### config.mk
export PLATFORM = sky130hd
export DESIGN_NAME = comparator
export DESIGN_NICKNAME = d
export VERILOG_FILES = /design/src/rtl/cmp_pkg.sv /design/src/rtl/comparator_2bit.sv /design/src/rtl/comparator.sv
export SDC_FILE = /design/constraint.sdc
export NUM_CORES = 1
export LEC_CHECK = 0
export CAP_MARGIN = 20
export CORE_AREA = 5 5 42 44
export CTS_BUF_LIST = sky130_fd_sc_hd__clkbuf_4 sky130_fd_sc_hd__clkbuf_8
export DETAILED_ROUTE_END_ITERATION = 7
export DIE_AREA = 0 0 47 49
export PLACE_DENSITY = 0.48
export SETUP_SLACK_MARGIN = 0.02
export SYNTH_ARGS = -nofsm -noshare
export SYNTH_HDL_FRONTEND = slang
export SYNTH_SLANG_ARGS = --single-unit
### constraint.sdc
create_clock -name clk -period 1.8 [get_ports clk]
set_input_delay 0.54 -clock clk [delete_from_list [all_inputs] [get_ports clk]]
set_output_delay 0.54 -clock clk [all_outputs]
set_load 0.05 [all_outputs]
### src/rtl/cmp_pkg.sv
// Shared types and constants for the hierarchical magnitude comparator.
package cmp_pkg;

  typedef enum logic [1:0] {
    CMP_EQ = 2'd0,
    CMP_GT = 2'd1,
    CMP_LT = 2'd2
  } cmp_res_e;

  localparam int CMP_CELL_W = 2;

endpackage

### src/rtl/comparator_2bit.sv
// Combinational 2-bit compare cell: eq/gt/lt of a against b (unsigned).
// No state, no latency.
module comparator_2bit (
  input  logic [1:0] a,
  input  logic [1:0] b,
  output logic       eq,
  output logic       gt,
  output logic       lt
);

  // Bit-level form so the cell maps directly onto a small gate tree.
  assign gt = (a[1] & ~b[1]) | (~(a[1] ^ b[1]) & a[0] & ~b[0]);
  assign lt = (~a[1] & b[1]) | (~(a[1] ^ b[1]) & ~a[0] & b[0]);
  assign eq = ~(a[1] ^ b[1]) & ~(a[0] ^ b[0]);

endmodule

### src/rtl/comparator.sv
// Registered magnitude comparator built from 2-bit cells; one-cycle latency.
// Accepts a new pair every cycle, no backpressure; flags hold while in_valid is low.
module comparator
  import cmp_pkg::*;
#(
  parameter int WIDTH  = 4,
  parameter bit SIGNED = 1'b0
) (
  input  logic             clk,
  input  logic             rst,
  input  logic             in_valid,
  input  logic [WIDTH-1:0] a,
  input  logic [WIDTH-1:0] b,
  output logic             equal,
  output logic             greater,
  output logic             lesser,
  output logic             out_valid
);

  localparam int NCELL = WIDTH / CMP_CELL_W;

  logic [NCELL-1:0] cell_eq;
  logic [NCELL-1:0] cell_gt;
  logic [NCELL-1:0] cell_lt;

  for (genvar i = 0; i < NCELL; i++) begin : g_cell
    comparator_2bit u_cell (
      .a  (a[i*CMP_CELL_W +: CMP_CELL_W]),
      .b  (b[i*CMP_CELL_W +: CMP_CELL_W]),
      .eq (cell_eq[i]),
      .gt (cell_gt[i]),
      .lt (cell_lt[i])
    );
  end

  logic     gt_acc;
  logic     lt_acc;
  logic     c_gt;
  logic     c_lt;
  cmp_res_e res;

  // LSB-to-MSB fold is equivalent to an MSB-first priority merge.
  always_comb begin
    gt_acc = 1'b0;
    lt_acc = 1'b0;
    c_gt   = 1'b0;
    c_lt   = 1'b0;
    for (int i = 0; i < NCELL; i++) begin
      c_gt = cell_gt[i];
      c_lt = cell_lt[i];
      // Differing sign bits invert the order decided by the top cell.
      if (SIGNED && (i == NCELL - 1) && (a[WIDTH-1] ^ b[WIDTH-1])) begin
        c_gt = cell_lt[i];
        c_lt = cell_gt[i];
      end
      gt_acc = c_gt | (cell_eq[i] & gt_acc);
      lt_acc = c_lt | (cell_eq[i] & lt_acc);
    end
    if (&cell_eq)
      res = CMP_EQ;
    else if (gt_acc)
      res = CMP_GT;
    else
      res = CMP_LT;
  end

  always_ff @(posedge clk) begin
    if (rst) begin
      equal     <= 1'b0;
      greater   <= 1'b0;
      lesser    <= 1'b0;
      out_valid <= 1'b0;
    end else begin
      out_valid <= in_valid;
      if (in_valid) begin
        equal   <= (res == CMP_EQ);
        greater <= (res == CMP_GT);
        lesser  <= (res == CMP_LT);
      end
    end
  end

endmodule

==> impl_metrics.yaml <==
synth:
  netlist.area_leader.share_pct: 31.2
  synthCells: 27
  ys_types: 16
  yosysMostFrequentCell: "dfxtp_1"
  synthesis.area_um2: 256
  ys_top_cells_by_area: "dfxtp_1, nor2b_4, ha_1"
  ys_ff_latch: 4
  yosys_warnings: 0
  yosysTopAreaCell: "dfxtp_1"
  synth.avg_cell_area_um2: 9.50
  async_flop_share_pct: 0
  seq_area_frac_synth_pct: 31.2
  synth_nets: 40
  synthFlopType: "dfxtp_1"
  synth_edf_count: 0
min_path:
  min_delay_worst_endpoint: "lesser"
  hold_path_depth: 2
  min_from: "lesser"
  hold_path.class: "flip-flop to flip-flop"
timing:
  maxSlewViolCount: 0
  tightest_slew_ns: 0.237
  hold_viol: 0
  whs_ns: 0.453
  fmax_mhz: 608
  period_share_pct: 91.4
  fin_ws_ns: 0.155
  maxSlewHeadroom_pct: 84.1
  clock_skew_ns: 0
  post-route-min-period_ns: 1.64
  rsz0062_at_grt: "false"
  setup_viol: 0
clock_tree:
  cts.sinks: 4
  post-cts-setup-buffers: 0
  path_clk_slew_ns: 0.04
  clockBufferDepth: 2
  postCtsHoldBufs: 0
  htreeDepth: 1
  ctsRootBufferMaster: "clkbuf_4"
  clock_latency_ns: 0.23
  cts_buffers: 3
  cts_tree: "yes"
setup_path:
  cp_slowest_cell: "clkdlybuf4s50_1"
  critPathMaxStageDelay_ns: 0.47
  worstPathRequired_ns: 1.92
  r2r_slack_ns: 1.20
  rr_startpoint: "greater"
  endpoint_kind: "flip-flop"
  arrival_ns: 1.77
  path_class: "primary input to flip-flop"
  cp_top_family: "simple AND/OR/NAND/NOR gates"
  timing.rr.end: "greater"
  path_max_fanout: 3
  cp_num_buf_inv: 1
  start_kind: "primary input"
  cp_cell_sequence: "clkdlybuf4s50_1 > nor2b_4 > nor4_4 > nor2b_1 > a22o_1"
  crit_cells: 5
  r2r_cells: 1
pwr:
  p_leak_uw: 0.000196
  p_per_area_nw_per_um2: 658
  ir_worst_vdd_v: 0.000488
  p_total_uw: 302
outcome:
  status: "finished clean"
die:
  initial_utilization_pct: 18.3
  die_w_um: 47
  fp-row-count: 14
  die_h_um: 49
  dieArea_um2: 2300
  io-pin-count: 15
  coreArea_um2: 1400
detailed_routing:
  drtIter0Drc: 4
  routedWlPerCell_um: 9.00
  firstDrtPassIters: 4
  drt.antenna.violating_nets: 0
  drcViolationCount: 0
  viasPerCell: 3.90
  wl_um: 549
  num_vias: 238
place:
  port_buffers: 14
  dp_hpwl_um: 428
  gp_congestion: 0.599
  dpl_cell_area_um2: 414
  dp_worst_setup_slack_ns: -0.246
global_route:
  grt_pass1_wl_um: 807
  antenna_found_initial: 0
  first_global_vias: 226
  grt_start_max_net_pins: 4
  grt-ovfl-total: 0
  gr-usage-all-layers_pct: 4.93
run:
  drv_cap: 0
finish:
  fin_nets: 60
  fin_area_um2: 459
  drive_gt1_share_pct: 35.6
  diodes: 0
  fillers: 159
  areaGrowthSynthToFinish_pct: 79.0
## per-stage QoR
step                      cells  util [%]  TNS (ns)
after floorplan              27         -         0
after global placement       58      29.6    -0.617
after detailed placement     58      29.6    -0.604
after CTS                    61      32.8         0
after global routing         61      32.8         0
final                        61      32.8         0
## sequential cells by signal (all words and copies together) (netlist names)
| signal | count |
|---|---|
| equal | 1 |
| lesser | 1 |
| out_valid | 1 |
| greater | 1 |
## cell type report
cell class | count | area (µm²) | share of cell area (%)
multi-input combinational | 21 | 196 | 42.8
timing repair buffer | 15 | 133 | 28.9
sequential | 4 | 80.1 | 17.4
clock buffer | 3 | 22.5 | 4.90
tap | 16 | 20.0 | 4.36
inverter | 2 | 7.51 | 1.63
## layout by cell type, fill, tap and decap left out
cell type / instances
clkbuf_4: 3
mux2i_1: 1
o21ai_1: 1
nand3b_1: 1
dlygate4sd2_1: 4
ha_4: 2
xor2_1: 1
inv_2: 2
nor2_1: 2
nand2b_1: 2
nand2_1: 1
clkdlybuf4s50_1: 6
dfxtp_1: 4
nor2b_1: 2
nor4_4: 1
buf_4: 5
a21oi_1: 2
nand2_2: 1
nor2b_4: 2
nor3_1: 1
a22o_1: 1
## layer usage
metal	GRT usage (%)	part of all wire, %
met5	0	0
met1	6.39	50
met4	2.76	0
met3	3.32	11
met2	5.88	40
## report_power, final
part / internal [µW] / switching, µW / total (µW)
Clock: 74.5 / 35.1 / 110
Sequential: 94.7 / 2.38 / 97.1
Combinational: 46.8 / 48.7 / 95.5
## worst max path at each step
stage | from | to | slack (ns)
after floorplan | b[3] | greater | 0.29
after global placement | b[1] | greater | -0.25
after detailed placement | b[1] | greater | -0.25
after CTS | a[2] | greater | 0.15
after global routing | a[2] | greater | 0.09
final | a[2] | greater | 0.16
## cell families after synthesis
family                   Yosys count  share of synthesized area (%)
flip-flops                         4                           31.2
multiplexers                       1                           3.90
XOR/XNOR                           1                           3.42
AO/OA/AOI/OAI                      4                           9.27
buffers and inverters              2                           2.93
AND/OR/NAND/NOR                   13                           39.5
adder cells (fa/ha/maj)            2                           9.75
## repair_timing
action / 4_1_cts / 5_1_grt
endpoints found under the hold margin: 0 / 0
resized for setup: 9 / 0
setup endpoints to repair: 1 / 0
(Power assumes the default switching activity.)
